## src/rtl/adc_scan_ctrl.sv

```systemverilog
// Periodic scan scheduler for three ADC engines; serialises samples into one valid/ready stream.
// Optional macro ADC_TIMEOUT_EN adds a WAIT_ACK timeout with a sticky tmo_err flag.
module adc_scan_ctrl #(
  parameter int unsigned NCH = 8,
  parameter int unsigned DW  = 12,
  parameter int unsigned PW  = 16,
  parameter int unsigned TMO = 4096,
  localparam int unsigned CW = $clog2(NCH),
  localparam int unsigned OW = 2 + CW + DW
) (
  input  logic           clk,
  input  logic           rst,
  input  logic           scan_en,
  input  logic [PW-1:0]  scan_period,
  input  logic [NCH-1:0] ch_mask,
  output logic [2:0]     conv_req,
  output logic [CW-1:0]  conv_ch,
  input  logic [2:0]     conv_ack,
  input  logic [DW-1:0]  conv_data0,
  input  logic [DW-1:0]  conv_data1,
  input  logic [DW-1:0]  conv_data2,
  output logic           out_valid,
  input  logic           out_ready,
  output logic [OW-1:0]  out_data,
  output logic           scan_busy,
  output logic [15:0]    scan_cnt,
  output logic           overrun,
  output logic           tmo_err
);

  localparam int unsigned CWP = CW + 1;

  typedef enum logic [2:0] {IDLE, ISSUE, WAIT_ACK, DRAIN, NEXT} state_t;

  typedef struct packed {
    logic [1:0]    adc_id;
    logic [CW-1:0] ch;
    logic [DW-1:0] sample;
  } word_t;

  state_t        state, state_d;
  logic [PW-1:0] per_cnt, per_cnt_d;
  logic          tick, scan_en_q, en_rise;
  logic [CW-1:0] ch_idx, ch_idx_d;
  logic [2:0]    got, got_d, got_nxt, conv_req_d;
  logic [DW-1:0] smp [3];
  logic [DW-1:0] smp_d [3];
  logic [DW-1:0] din [3];
  logic          out_valid_d, scan_busy_d, overrun_d;
  logic [15:0]   scan_cnt_d;
  word_t         word, word_d;
  logic [CW:0]   first_ch, next_ch;
  logic [1:0]    k_sel;
  logic [DW-1:0] sel_smp;

  // Returns {found, index} of the lowest set mask bit at or above 'from'.
  function automatic logic [CW:0] next_set(input logic [NCH-1:0] mask, input logic [CW:0] from);
    logic [CW:0] r;
    r = '0;
    for (int i = int'(NCH) - 1; i >= 0; i--) begin
      if (mask[i] && (CWP'(i) >= from)) r = {1'b1, CW'(i)};
    end
    return r;
  endfunction

  assign din[0]    = conv_data0;
  assign din[1]    = conv_data1;
  assign din[2]    = conv_data2;
  assign conv_ch   = ch_idx;
  assign out_data  = word;
  assign tick      = scan_en && (per_cnt == scan_period);
  assign en_rise   = scan_en && !scan_en_q;
  assign per_cnt_d = (!scan_en || tick) ? '0 : per_cnt + PW'(1);
  assign first_ch  = next_set(ch_mask, '0);
  assign next_ch   = next_set(ch_mask, CWP'(ch_idx) + CWP'(1));

  // Lowest pending engine for the next drain word.
  always_comb begin
    k_sel   = 2'd2;
    sel_smp = smp[2];
    if (got[0]) begin
      k_sel   = 2'd0;
      sel_smp = smp[0];
    end else if (got[1]) begin
      k_sel   = 2'd1;
      sel_smp = smp[1];
    end
  end

`ifdef ADC_TIMEOUT_EN
  localparam int unsigned TW = $clog2(TMO);
  logic [TW-1:0] tmo_cnt, tmo_cnt_d;
  logic          tmo_err_d;

  always_ff @(posedge clk) begin
    if (rst) begin
      tmo_cnt <= '0;
      tmo_err <= 1'b0;
    end else begin
      tmo_cnt <= tmo_cnt_d;
      tmo_err <= tmo_err_d;
    end
  end
`else
  // Constant 0 for any legal TMO; no timeout logic exists in this build.
  assign tmo_err = (TMO == 0);
`endif

  always_comb begin
    state_d     = state;
    ch_idx_d    = ch_idx;
    got_d       = got;
    smp_d       = smp;
    out_valid_d = out_valid;
    word_d      = word;
    scan_busy_d = scan_busy;
    scan_cnt_d  = scan_cnt;
    conv_req_d  = '0;
    overrun_d   = overrun;
    got_nxt     = got | conv_ack;
`ifdef ADC_TIMEOUT_EN
    tmo_cnt_d   = tmo_cnt;
    tmo_err_d   = tmo_err;
    if (en_rise) tmo_err_d = 1'b0;
`endif
    if (en_rise) overrun_d = 1'b0;

    case (state)
      IDLE: begin
        if (tick && first_ch[CW]) begin
          ch_idx_d    = first_ch[CW-1:0];
          scan_busy_d = 1'b1;
          conv_req_d  = 3'b111;
          state_d     = ISSUE;
        end
      end
      ISSUE: begin
        got_d   = '0;
        state_d = WAIT_ACK;
`ifdef ADC_TIMEOUT_EN
        tmo_cnt_d = '0;
`endif
      end
      WAIT_ACK: begin
        got_d = got_nxt;
        for (int k = 0; k < 3; k++) begin
          if (conv_ack[k] && !got[k]) smp_d[k] = din[k];
        end
        if (got_nxt == 3'b111) begin
          state_d = DRAIN;
`ifdef ADC_TIMEOUT_EN
        end else if (tmo_cnt == TW'(TMO - 1)) begin
          tmo_err_d = 1'b1;
          state_d   = (got_nxt == 3'b000) ? NEXT : DRAIN;
        end else begin
          tmo_cnt_d = tmo_cnt + TW'(1);
`endif
        end
      end
      DRAIN: begin
        // got doubles as the pending-word mask; a transfer retires the current engine.
        if (out_valid) begin
          if (out_ready) begin
            out_valid_d = 1'b0;
            got_d       = got & ~(3'b001 << word.adc_id);
          end
        end else if (got != 3'b000) begin
          out_valid_d   = 1'b1;
          word_d.adc_id = k_sel;
          word_d.ch     = ch_idx;
          word_d.sample = sel_smp;
        end else begin
          state_d = NEXT;
        end
      end
      NEXT: begin
        if (scan_en && next_ch[CW]) begin
          ch_idx_d   = next_ch[CW-1:0];
          conv_req_d = 3'b111;
          state_d    = ISSUE;
        end else begin
          scan_cnt_d  = scan_cnt + 16'd1;
          scan_busy_d = 1'b0;
          state_d     = IDLE;
        end
      end
      default: state_d = IDLE;
    endcase

    if (tick && scan_busy) overrun_d = 1'b1;
  end

  always_ff @(posedge clk) begin
    if (rst) begin
      state     <= IDLE;
      per_cnt   <= '0;
      scan_en_q <= 1'b0;
      ch_idx    <= '0;
      got       <= '0;
      smp       <= '{default: '0};
      out_valid <= 1'b0;
      word      <= '0;
      scan_busy <= 1'b0;
      scan_cnt  <= '0;
      conv_req  <= '0;
      overrun   <= 1'b0;
    end else begin
      state     <= state_d;
      per_cnt   <= per_cnt_d;
      scan_en_q <= scan_en;
      ch_idx    <= ch_idx_d;
      got       <= got_d;
      smp       <= smp_d;
      out_valid <= out_valid_d;
      word      <= word_d;
      scan_busy <= scan_busy_d;
      scan_cnt  <= scan_cnt_d;
      conv_req  <= conv_req_d;
      overrun   <= overrun_d;
    end
  end

endmodule
```

## config.mk

```make
export PLATFORM = sky130hd
export DESIGN_NAME = adc_scan_ctrl
export DESIGN_NICKNAME = d
export VERILOG_FILES = /design/src/rtl/adc_scan_ctrl.sv
export SDC_FILE = /design/constraint.sdc
export NUM_CORES = 1
export LEC_CHECK = 0
export CAP_MARGIN = 20
export CORE_UTILIZATION = 50
export DETAILED_ROUTE_END_ITERATION = 7
export PLACE_DENSITY = 0.78
export SYNTH_ARGS = -nofsm -noshare
export SYNTH_HDL_FRONTEND = slang
export SYNTH_SLANG_ARGS = --single-unit
```

## constraint.sdc

```tcl
create_clock -name clk -period 2.65 [get_ports clk]
set_input_delay 0.6625 -clock clk [delete_from_list [all_inputs] [get_ports clk]]
set_output_delay 0.6625 -clock clk [all_outputs]
set_load 0.01 [all_outputs]
```

After elaboration in Yosys (flattened, before gate mapping)
Cells that the tools add are included.
{ "op_classes": {"mul": 0, "n_eq_ne": 14, "n_div": 0, "n_addsub": 3, "n_mux": 43, "n_reduce_logical": 37, "n_bitwise": 5, "magnitude_cmp": 8, "n_shift": 1} }
{ "op_table": {"columns": ["cell", "n"], "rows": [
  ["4-bit 2-to-1 mux", 16],
  ["16-bit by 1-bit adder with 16-bit output (second input constant)", 2],
  ["3-bit 2-to-1 mux", 10],
  ["12-bit 2-to-1 mux", 2],
  ["16-bit equality test", 1],
  ["3-bit by 4-bit greater-or-equal comparator with 1-bit output (first input constant)", 4],
  ["1-bit logical AND", 16],
  ["2-bit inequality test (second input constant)", 8],
  ["3-bit case mux with 5 select lines", 1],
  ["3-bit case mux with 2 select lines", 2],
  ["3-bit AND reduction", 4],
  ["3-bit case mux with 3 select lines", 1],
  ["1-bit by 4-bit greater-or-equal comparator with 1-bit output (first input constant)", 2],
  ["2-bit by 4-bit greater-or-equal comparator with 1-bit output (first input constant)", 2],
  ["1-bit 2-to-1 mux", 8],
  ["2-bit AND reduction", 4],
  ["3-bit by 2-bit equality test with 1-bit output (second input constant)", 2],
  ["3-bit equality test (second input constant)", 2],
  ["3-bit nonzero test", 2],
  ["1-bit zero test", 5],
  ["3-bit by 1-bit adder with 4-bit output (second input constant)", 1],
  ["2-bit 2-to-1 mux", 2],
  ["4-bit AND reduction", 1],
  ["2-bit nonzero test", 2],
  ["10 further kinds", 11]
]} }
{ "word_totals": {"wordCells": 127, "rom_bits": 0, "reg_bits": 101, "input_bits": 67, "out_inout_bits": 43, "mem_count": 0, "latch_bits": 0, "ram_bits": 0} }

Depth between registers and ports, before layout
{ "depth": {"ltp_word": 14, "ltp_mapped": 9, "mapped_depth_nobuf": 8} }

Worst setup path before layout
Ideal clock, no wire load.
{ "synth_timing": {"kind": "register to register", "startpoint": "register ch_idx[1] (netlist: conv_ch[1])", "endpoint": "register scan_cnt[11]", "synth_period_minus_slack_ns": 2.373, "setup_slack_ns": 0.277, "path_buffers": 1, "path_stages_with_launch": 10, "required_time_ns": 2.522, "setup_time_ns": 0.128, "t_arrival_ns": 2.246, "cell_sequence": "dfxtp_1 -> inv_1 -> ha_1 -> nand2b_1 -> a2111oi_4 -> o2111ai_4 -> buf_4 -> a211oi_2 -> xnor2_1 -> nor2_1"} }
{ "synth_between": {"elab_chain_cells": 14, "word_cells_on_any_way": 28, "classes_between": "add/sub (1); order compare (8); mux (8); bitwise (1); reduce/logical (10)"} }
{ "synth_rtl": {"columns": ["element", "line_no", "text"], "rows": [
  ["from (decl)", "44", "logic [CW-1:0] ch_idx, ch_idx_d;"],
  ["from (signal assigned)", "211", "ch_idx <= ch_idx_d;"],
  ["3-bit by 1-bit adder with 4-bit output *", "75", "assign next_ch = next_set(ch_mask, CWP'(ch_idx) + CWP'(1));"],
  ["3-bit by 4-bit greater-or-equal comparator with 1-bit output", "61", "if (mask[i] && (CWP'(i) >= from)) r = {1'b1, CW'(i)};"],
  ["1-bit logical AND", "61", null],
  ["4-bit 2-to-1 mux (7 in series)", "61", null],
  ["4-bit 2-to-1 mux *", "61", null],
  ["1-bit logical AND *", "177", "if (scan_en && next_ch[CW]) begin"],
  ["1-bit inverter (no line) *", null, null],
  ["2-bit AND reduction (no line) *", null, null],
  ["to (signal assigned)", "217", "scan_cnt <= scan_cnt_d;"],
  ["to (decl)", "26", "output logic [15:0] scan_cnt,"]
]} }
Every way passes the cells marked *; elsewhere a longest branch is shown, timed or not.
A chain may end at the register's enable or synchronous reset.

Worst setup path in the final report
{ "layout_timing": {"startpoint": "register ch_idx[0] (netlist: conv_ch[0])", "endpoint": "register ch_idx[2] (netlist: conv_ch[2])"} }
{ "layout_between": {"elab_chain_cells": 14, "word_cells_on_any_way": 30, "classes_between": "add/sub (1); order compare (8); eq/ne (1); mux (10); reduce/logical (10)"} }
{ "layout_rtl": {"columns": ["element", "line_no"], "rows": [
  ["3-bit by 1-bit adder with 4-bit output *", "75"],
  ["3-bit by 4-bit greater-or-equal comparator with 1-bit output", "61"],
  ["1-bit logical AND", "61"],
  ["4-bit 2-to-1 mux (7 in series)", "61"],
  ["4-bit 2-to-1 mux *", "61"],
  ["1-bit logical AND", "177"],
  ["2-bit inequality test (no line)", null],
  ["3-bit AND reduction (no line)", null]
]} }
Every way passes the cells marked *; elsewhere a longest branch is shown, timed or not. The select of a mux whose other input is x is not followed.

==> reports/qor.log <==
INFO  timing         fmaxAchievable=0.3978GHz
INFO  global_route   pin_count_of_the_biggest_net_entering_global_routing=61
INFO  layout         layout_commonest_cell=sky130_fd_sc_hd__nor2_1
INFO  worst_setup_path critical_path.startpoint_type=flop
INFO  timing         clock-skew-final=0.01421ns
INFO  power          vdd_ir_drop_max=0.4209mV
INFO  yosys          postSynthNetCount=630
INFO  yosys          ys_warn_count=0
INFO  global_route   global_route.usage.total=23.19%
INFO  worst_setup_path timing.reg2reg.setup_slack=0.14ns
INFO  worst_setup_path crit_chain=buf_4 -> ha_1 -> xnor2_1 -> o211ai_2 -> o2111ai_4 -> nand3_1 -> a222oi_1 -> nor3_1
INFO  power          leakagePower=0.002229uW
INFO  routing        detailedRoute.firstIterationViolations=141
INFO  timing         report.final.setup_viol=0
INFO  run_status     run_status=completed
INFO  floorplan      core_area=9240um2
INFO  clock_network  clkSinkCount=99
INFO  routing        ant_nets=0
INFO  yosys          ys_ff_latch=99
INFO  layout         num-nets-final=739
INFO  routing        drc=0
INFO  layout         antenna_cells=0
INFO  placed_design  io_buffers=108
INFO  worst_setup_path critPathMaxFanout=9
INFO  floorplan      floorplan.die_area=9959um2
INFO  min_path       min_from=out_data[13]
INFO  global_route   grt.overflow.total=0
INFO  timing         final-hold-violation-count=0
INFO  floorplan      boundaryPins=110
INFO  yosys          netlist_top_cells_area=sky130_fd_sc_hd__dfxtp_1, sky130_fd_sc_hd__mux2i_1, sky130_fd_sc_hd__nor2_1, sky130_fd_sc_hd__a21oi_1, sky130_fd_sc_hd__xor2_1
INFO  worst_setup_path critical_path_cell_count=8
INFO  floorplan      die_span_x=99.80um
INFO  floorplan      die_height=99.80um
INFO  worst_setup_path cp_slowest_cell=sky130_fd_sc_hd__xnor2_1
INFO  global_route   grt_first_pass_wirelength=18560um
INFO  placed_design  hpwl=8240um
INFO  clock_network  cts.clk_slew.worst_paths=0.10ns
INFO  timing         finalCritPeriodShare=94.86%
INFO  placed_design  dp_cells=784
INFO  worst_setup_path rr_startpoint=conv_ch[0]
INFO  layout         layoutNonFillerInstCount=800
INFO  global_route   grt_pass1_vias=4067
INFO  timing         timing_max_transition_violations_final=0
INFO  worst_setup_path cpLargestDelayFamily=compound AO/OA/AOI/OAI gates
INFO  min_path       min_path_type=reg -> reg
INFO  worst_setup_path cp_data_required_time=2.88ns
INFO  layout         n_fill_cell=786
INFO  yosys          syn_area_per_cell=8.585um2
INFO  clock_network  ctsRootBufferMaster=sky130_fd_sc_hd__clkbuf_8
INFO  timing         finalWorstPathRequiredPeriod=2.514ns
INFO  routing        wire_per_inst=14.04um
INFO  clock_network  cts-htree-levels=3
INFO  timing         final.hold.worst_slack=0.4675ns
INFO  worst_setup_path path_class=reg -> reg
INFO  yosys          synth_area=4782um2
INFO  yosys          ys_seq_area_share=41.44%
INFO  timing         max_slew.worst_pin.slew=0.9764ns
INFO  min_path       min_path_cells=2
INFO  yosys          synthDistinctLibCells=46
INFO  min_path       end_point_of_the_worst_hold_path=out_data[13]
INFO  floorplan      initial_utilization=51.75%
INFO  routing        drt-vias-per-instance=5.339
INFO  power          power_density=477.8nW/um2
INFO  yosys          netlist.top_cell.by_area=sky130_fd_sc_hd__dfxtp_1
INFO  layout         area_growth=31.66%
INFO  clock_network  cts_post_setup_buffers_inserted=0
INFO  worst_setup_path arrival=2.74ns
INFO  layout         layout.cells.most_common_list=sky130_fd_sc_hd__nor2_1, sky130_fd_sc_hd__clkdlybuf4s50_1, sky130_fd_sc_hd__dfxtp_1
INFO  clock_network  tritoncts=built
INFO  worst_setup_path reg2regPathDepth=8
INFO  placed_design  place_congestion=0.9315
INFO  floorplan      fp-row-count=35
INFO  timing         grt_setup_unrepaired=false
INFO  layout         layout-drive-gt1-share=7.750%
INFO  yosys          synth_instances=557
INFO  routing        vias_after_detailed_routing=4271
INFO  worst_setup_path crit-reg2reg-capture=conv_ch[2]
INFO  clock_network  cts-buffers-inserted=9
INFO  global_route   antenna_found_initial=0
INFO  routing        dr.pass1.iters=4
INFO  worst_setup_path worst_setup_path_end_kind=flop
INFO  routing        detail_route.wirelength=11240um
INFO  timing         relSlewSlack=34.91%
INFO  flow_run       cap_violations=0
INFO  clock_network  clk-insertion-delay-late=0.36ns
INFO  clock_network  maximum_buffer_depth_of_the_clock_tree=2
INFO  worst_setup_path worstPathBufferInverterCount=1
INFO  worst_setup_path crit_path_max_incr_delay=0.43ns
INFO  yosys          yosys.area.top_type_share=41.44%
## metrics by stage
step           util [%]  cell area [um2]  setup WS (ns)  TNS [ns]  power [uW]
4_1_cts           68.12             6295         0.1204         0        3035
6_report          68.14             6296         0.1363         0        3008
3_3_place_gp      65.43             6046       -0.05557   -0.5461        1857
5_1_grt           68.14             6296        0.01610         0        3138
3_5_place_dp      65.43             6046        -0.1641    -1.356        1864
2_1_floorplan         -             4782         0.2766         0        1708
## worst max path at each step
stage	startpoint	end	slack [ns]
final	conv_ch[0]	conv_ch[2]	0.14
after global routing	conv_ch[1]	scan_cnt[7]	0.02
after CTS	conv_ch[0]	conv_ch[2]	0.12
after detailed placement	scan_period[10]	conv_ch[2]	-0.16
after global placement	ch_mask[0]	scan_cnt[15]	-0.06
after floorplan	conv_ch[1]	scan_cnt[11]	0.28
## synth_stat cells, drive strengths merged
cell     count
a21o         1
o21ai       13
a21oi       52
nor2b        5
nor2       123
o2111ai      1
a2111oi      6
a31oi        1
or3b         1
and4         3
o2bb2ai      1
o22ai        2
o311ai       1
ha           6
nand3       13
nand3b       2
a222oi       1
nand2       35
nor3         7
o211ai       1
xnor2       19
dfxtp       99
a211oi       8
nor3b        1
a221o        1
nand4        5
o22a         1
nor4         5
buf         11
mux2i       49
or3          5
and3        11
conb         1
and2         5
clkbuf      19
nand2b       5
inv          9
a311oi       2
xor2        25
or2          1
## timing repair
item / CTS / global route
endpoints found under the setup margin: 0 / 3
hold buffers: 0 / 0
resized for setup: 0 / 1
hold endpoints to repair: 0 / 0
## logic make-up (layout without fill, tap and decap cells)
group | count (synthesis) | after routing | share of synthesized area, %
muxes | 49 | 49 | 10.26
xor gates and xnor gates | 44 | 44 | 8.059
adders and majority gates | 6 | 6 | 1.570
and+or+nand+nor | 227 | 227 | 21.19
buffers and inverters | 39 | 153 | 3.558
DFF | 99 | 99 | 41.44
AOI/OAI and AO/OA | 92 | 92 | 13.84
other | 1 | 1 | 0.07842
## metal layers
layer	wire length [um]	vias to the layer above	global-route usage, %
li1	-	2128	-
met1	5032	2014	28.94
met3	561	16	5.432
met4	180	0	8.484
met2	5461	113	39.10
met5	0	-	0
## sequential cells by signal, indices dropped and copies added, names as in the netlist, 3 cells and up
name	count
smp	36
out_data	17
per_cnt	16
scan_cnt	16
conv_ch	3
got	3
state	3
## worst register-to-register path, delay by kind of cell (launching register included)
family / cells / cell delay [ns]
XOR/XNOR: 1 / 0.43
AND/OR/NAND/NOR: 2 / 0.31
AO/OA/AOI/OAI: 3 / 0.85
buffers and inverters: 1 / 0.16
adder cells (fa/ha/maj): 1 / 0.26
flip-flops: 1 / 0.37
## cell type report
| class | instances | area, um2 | area share (%) |
|---|---|---|---|
| Clock buffer | 10 | 127.6 | 2.027 |
| Clock inverter | 6 | 121.4 | 1.928 |
| Inverter | 9 | 33.78 | 0.5366 |
| Multi-Input combinational cell | 419 | 2630 | 41.77 |
| Sequential cell | 99 | 1983 | 31.50 |
| Tap cell | 129 | 161.4 | 2.564 |
| Timing Repair Buffer | 128 | 1239 | 19.67 |
## report_power, final
| part | leakage [uW] | internal, uW | switching (uW) |
|---|---|---|---|
| clock | 0.000125 | 643 | 534 |
| sequential | 0.000799 | 1510 | 20.1 |
| combinational | 0.00131 | 163 | 138 |
Note: power is estimated with default switching activity, not from simulation.
